**src/rtl/bcd_conv_arbiter_if.sv**
```systemverilog
// bcd_conv_arbiter_if: two requester handshakes plus the shared result bus of the BCD converter
interface bcd_conv_arbiter_if #(
    parameter int DATA_W = 8,
    parameter int DIGITS = 3
);
    logic                  req0_valid;
    logic [DATA_W-1:0]     req0_data;
    logic                  req0_ready;
    logic                  req1_valid;
    logic [DATA_W-1:0]     req1_data;
    logic                  req1_ready;
    logic                  busy;
    logic                  done;
    logic                  done_id;
    logic [4*DIGITS-1:0]   bcd_out;

    modport master (
        output req0_valid, req0_data, req1_valid, req1_data,
        input  req0_ready, req1_ready, busy, done, done_id, bcd_out
    );

    modport slave (
        input  req0_valid, req0_data, req1_valid, req1_data,
        output req0_ready, req1_ready, busy, done, done_id, bcd_out
    );
endinterface

```
**src/rtl/bcd_conv_arbiter.sv**
```systemverilog
// bcd_conv_arbiter: two requesters share one iterative shift-and-add-3 binary-to-BCD converter
// Define BCD_ARB_RR_EN for round-robin arbitration; otherwise req0 has fixed priority.
module bcd_conv_arbiter #(
    parameter int DATA_W = 8,
    parameter int DIGITS = 3
) (
    input logic             clk,
    input logic             rst,
    bcd_conv_arbiter_if.slave bus
);
    localparam int BW = 4 * DIGITS;
    localparam int CW = $clog2(DATA_W + 1);

    function automatic longint pow10(input int n);
        longint p = 1;
        for (int i = 0; i < n; i++) p = p * 10;
        return p;
    endfunction

    if (DATA_W < 4 || DATA_W > 16) begin : g_bad_width
        $error("DATA_W must be within 4..16");
    end
    if (pow10(DIGITS) <= (longint'(1) << DATA_W) - 1) begin : g_bad_digits
        $error("DIGITS too small for DATA_W");
    end

    typedef enum logic [1:0] {IDLE, SHIFT, DONE} state_t;

    state_t              state;
    logic [DATA_W-1:0]   sr;
    logic [BW-1:0]       scratch;
    logic [BW-1:0]       adj;
    logic [BW+DATA_W-1:0] sh;
    logic [CW-1:0]       count;
    logic                cur_id;
    logic                busy_r;
    logic                done_r;
    logic                done_id_r;
    logic [BW-1:0]       bcd_r;
    logic                grant;
    logic                take;
    logic [DATA_W-1:0]   din;

`ifdef BCD_ARB_RR_EN
    logic ptr;
    assign grant = (bus.req0_valid && bus.req1_valid) ? ptr : bus.req1_valid;
`else
    assign grant = !bus.req0_valid && bus.req1_valid;
`endif

    assign bus.req0_ready = !rst && state == IDLE && bus.req0_valid && !grant;
    assign bus.req1_ready = !rst && state == IDLE && bus.req1_valid && grant;
    assign take           = bus.req0_ready || bus.req1_ready;
    assign din            = grant ? bus.req1_data : bus.req0_data;

    always_comb begin
        adj = scratch;
        for (int d = 0; d < DIGITS; d++)
            adj[4*d +: 4] = scratch[4*d +: 4] >= 4'd5 ? scratch[4*d +: 4] + 4'd3 : scratch[4*d +: 4];
    end

    assign sh = {adj, sr} << 1;

    always_ff @(posedge clk) begin
        if (rst) begin
            state     <= IDLE;
            sr        <= '0;
            scratch   <= '0;
            count     <= '0;
            cur_id    <= 1'b0;
            busy_r    <= 1'b0;
            done_r    <= 1'b0;
            done_id_r <= 1'b0;
            bcd_r     <= '0;
`ifdef BCD_ARB_RR_EN
            ptr       <= 1'b0;
`endif
        end else begin
            case (state)
                IDLE: if (take) begin
                    sr      <= din;
                    scratch <= '0;
                    count   <= '0;
                    cur_id  <= grant;
                    busy_r  <= 1'b1;
                    state   <= SHIFT;
`ifdef BCD_ARB_RR_EN
                    ptr     <= !grant;
`endif
                end
                SHIFT: begin
                    {scratch, sr} <= sh;
                    count         <= count + 1'b1;
                    // this edge finishes the last of DATA_W iterations
                    if (count == CW'(DATA_W - 1)) begin
                        bcd_r     <= sh[BW+DATA_W-1 -: BW];
                        done_id_r <= cur_id;
                        done_r    <= 1'b1;
                        state     <= DONE;
                    end
                end
                DONE: begin
                    done_r <= 1'b0;
                    busy_r <= 1'b0;
                    state  <= IDLE;
                end
                default: state <= IDLE;
            endcase
        end
    end

    assign bus.busy    = busy_r;
    assign bus.done    = done_r;
    assign bus.done_id = done_id_r;
    assign bus.bcd_out = bcd_r;
endmodule

```
**src/flat_wrapper.sv**
```systemverilog
// flat-port wrapper written by rule: the top's interface ports become plain ports
module bcd_conv_arbiter_flat 
#(
    parameter int DATA_W = 8,
    parameter int DIGITS = 3
)
  (clk, rst, bus_req0_valid, bus_req0_data, bus_req1_valid, bus_req1_data, bus_req0_ready, bus_req1_ready, bus_busy, bus_done, bus_done_id, bus_bcd_out);
  bcd_conv_arbiter_if #(.DATA_W(DATA_W), .DIGITS(DIGITS)) bus_i ();
  input logic clk;
  input logic rst;
  input wire logic [$bits(bus_i.req0_valid)-1:0] bus_req0_valid;
  input wire logic [$bits(bus_i.req0_data)-1:0] bus_req0_data;
  input wire logic [$bits(bus_i.req1_valid)-1:0] bus_req1_valid;
  input wire logic [$bits(bus_i.req1_data)-1:0] bus_req1_data;
  output wire logic [$bits(bus_i.req0_ready)-1:0] bus_req0_ready;
  output wire logic [$bits(bus_i.req1_ready)-1:0] bus_req1_ready;
  output wire logic [$bits(bus_i.busy)-1:0] bus_busy;
  output wire logic [$bits(bus_i.done)-1:0] bus_done;
  output wire logic [$bits(bus_i.done_id)-1:0] bus_done_id;
  output wire logic [$bits(bus_i.bcd_out)-1:0] bus_bcd_out;
  assign bus_i.req0_valid = bus_req0_valid;
  assign bus_i.req0_data = bus_req0_data;
  assign bus_i.req1_valid = bus_req1_valid;
  assign bus_i.req1_data = bus_req1_data;
  assign bus_req0_ready = bus_i.req0_ready;
  assign bus_req1_ready = bus_i.req1_ready;
  assign bus_busy = bus_i.busy;
  assign bus_done = bus_i.done;
  assign bus_done_id = bus_i.done_id;
  assign bus_bcd_out = bus_i.bcd_out;
  bcd_conv_arbiter #(.DATA_W(DATA_W), .DIGITS(DIGITS)) u_core (.clk(clk), .rst(rst), .bus(bus_i));
endmodule
```
**config.mk**
```make
export PLATFORM = sky130hd
export DESIGN_NAME = bcd_conv_arbiter_flat
export DESIGN_NICKNAME = d
export VERILOG_FILES = /design/src/rtl/bcd_conv_arbiter_if.sv /design/src/rtl/bcd_conv_arbiter.sv /design/src/flat_wrapper.sv
export SDC_FILE = /design/constraint.sdc
export NUM_CORES = 1
export LEC_CHECK = 0
export CAP_MARGIN = 20
export CORE_MARGIN = 3
export CORE_UTILIZATION = 49
export DETAILED_ROUTE_END_ITERATION = 12
export PLACE_DENSITY = 0.85
export SLEW_MARGIN = 20
export SYNTH_ARGS = -nofsm -noshare
export SYNTH_HDL_FRONTEND = slang
export SYNTH_SLANG_ARGS = --single-unit
```
**constraint.sdc**
```tcl
create_clock -name clk -period 1.7 [get_ports clk]
set_clock_uncertainty 0.15 [all_clocks]
set_input_delay 0.255 -clock clk [delete_from_list [all_inputs] [get_ports clk]]
set_output_delay 0.255 -clock clk [all_outputs]
set_load 0.005 [all_outputs]
```
==> reports/results.tsv <==
metric	value	unit
Worst EP required	1290	ps
Die H	69.82	um
1st-iter DRT viols	96	
worst hold path startpoint	bus_req0_valid	
fin. max-slew vios	0	
reg2reg start	u_core.count[1]	
Startpoint Class	flip-flop	
Ant. Diodes	0	
initial antenna violation count	0	
Peak Freq	610.7	MHz
Netlist cell types	44	
vias in the first global route	1850	
metal3 WL	215	um
first-pass iteration count of the detailed router	4	
post-route minimum period	1637	ps
final hold slack	188.7	ps
total core area	0.003799	mm^2
Max VDD drop	0.6817	mV
gr usage total	20.47	%
largest area contributor in the synthesized netlist	dfxtp_1	
Crit. Startpoint	u_core.state[0]	
Synth top area share	42.13	%
num ports	37	
crit path capture type	primary output	
vias post-DR	1808	
power share of the clock group	30.5	%
status	complete, no violations	
Seq/Total Area, Yosys	42.13	%
Post-Route WL	4.819	mm
synthesized instance count	220	
P_int	1474	uW
CTS tree	built	
CP Class	flip-flop to primary output	
Syn-to-layout area delta	34.23	%
Overflow after GRT	0	
die area	0.004875	mm^2
Fin Setup TNS	0	ps
Max H-tree Level	2	
share of cells above drive strength 1	21.86	%
routed length on met1	2.153	mm
crit-path max FO	3	
Core Rows	22	
ys flop type	dfxtp_1	
Final Hold Fails	0	
Mapped Area	0.001996	mm^2
# DRC	0	
Post-DRT Antenna Nets	0	
syn_area_per_cell	9.071	um^2
CTS clock-pin slew for the worst setup and hold paths	80	ps
Synthesized Nets	247	
Num CTS Buffers	5	
sequential power share	52.3	%
top-count cell post-synth	dfxtp_1	
period utilization	96.32	%
final setup violation count	0	
Longest Clk Path Bufs	2	
worst-skew pair later-pin latency	300	ps
Cell Pwr Density	744.8	mW/mm^2
Post-synth EDFFs	0	
Avg WL per Cell	14.74	um
starting density of the core	52.54	%
largest net degree at the start of global routing	19	
Net Switching	521.7	uW
max-cap violation count	0	
Comb power frac	17.1	%
P_leak	0.001101	uW
top post-synthesis cells by count	42 x dfxtp_1, 19 x a21oi_1, 19 x nand2_1, 19 x o21ai_0, 12 x nor2_1	
worst hold path type	input port to flip-flop	
Synth area leaders	dfxtp_1 42%, a21oi_1 4.8%, o21ai_0 4.8%, ha_1 4.4%, mux2i_1 4.0%	
CTS root buf	clkbuf_8	
FF+latch count, synth	42	
final net count	306	
CP arrival	1230	ps
routed vias/inst	5.529	
first-pass GRT wire length	8.107	mm
Least-Margin Pin Slew	354.1	ps
FFs w/ async S/R, synth	0	%
Yosys warning total	0	
sw frac	26.15	%
IO Port Bufs	36	
met2 WL	2.396	mm
post-DP HPWL	3.355	mm
Die Span X	69.82	um
max_slew headroom	76.30	%
Post-CTS Hold Buffers	0	
Top Metal Used	met4	
Placer Congestion	0.8550	
Clock Sinks	42	
-- cells in the final DEF (no fill, tap or decap), types with 7 or more instances in the layout --
cell             count
dfxtp_1             38
clkdlybuf4s50_1     32
buf_4               25
nand2_1             19
o21ai_0             17
a21oi_1             16
nor2_1              12
nand3_1              9
inv_1                8
mux2i_1              7
-- per-stage QoR --
step	cell area, um^2	cells	worst slack [ps]	power (uW)	utilization, %
2_1_floorplan	1996	220	103.9	1252	-
3_3_place_gp	2541	318	-233.5	1386	66.90
3_5_place_dp	2541	318	-261.5	1397	66.90
4_1_cts	2629	326	4.661	2000	69.20
5_1_grt	2679	327	-46.41	2084	70.52
6_report	2679	327	62.61	1995	70.52
-- what timing repair did --
item	CTS	global route
pin swaps	1	4
setup buffers	1	1
resized for setup	6	15
gates cloned	0	0
setup endpoints to repair	4	20
-- flip-flops by register name, summed over array words and instances (netlist names) --
signal and cells:
u_core.bus.busy 1, u_core.bus.done_id 1, u_core.bus.done 1, u_core.sr 8, u_core.state 2, u_core.cur_id 1, u_core.count 4, u_core.bus.bcd_out 12
u_core.scratch 12
-- critical path, cell delays in order (launching register included) --
cell and delay [ps]:
dfxtp_2 340, nor3_4 210, nor2b_1 150, clkdlybuf4s15_1 230
-- power by group through the flow --
stage          clock (uW)  sequential [uW]  combinational, uW
6_report              609             1040                341
5_1_grt               663             1050                372
4_1_cts               624             1040                334
3_5_place_dp            0             1070                331
3_3_place_gp            0             1060                321
2_1_floorplan           0             1060                189
-- per-layer routing --
layer  vias to the layer above  track usage [%]
met1                       853            25.24
met3                         7            6.087
li1                        902                -
met5                         -                0
met2                        46            33.37
met4                         0            7.872
-- worst paths after layout --
| kind | endpoint | slack, ps | cells after the start |
|---|---|---|---|
| max | bus_req1_ready | 60 | 3 |
| min | u_core.cur_id | 190 | 3 |
| max reg2reg | u_core.bus.bcd_out[3] | 70 | 6 |
| min reg2reg | u_core.bus.bcd_out[0] | 310 | 2 |
-- kinds of logic after synthesis --
logic type,Yosys count,share of synthesized area [%]
XOR/XNOR,3,1.317
AO/OA/AOI/OAI,65,21.57
flip-flops,42,42.13
adder cells (fa/ha/maj),7,4.389
buffers and inverters,19,5.078
multiplexers,11,5.705
AND/OR/NAND/NOR,73,19.81
-- cell type report --
class	count	area, um^2
timing repair buffer	62	568.0
tap	48	60.06
multi-input combinational	159	1092
inverter	9	33.78
clock inverter	2	10.01
sequential	42	845.8
fill	299	1120
clock buffer	5	68.82
(Power assumes the default switching activity.)
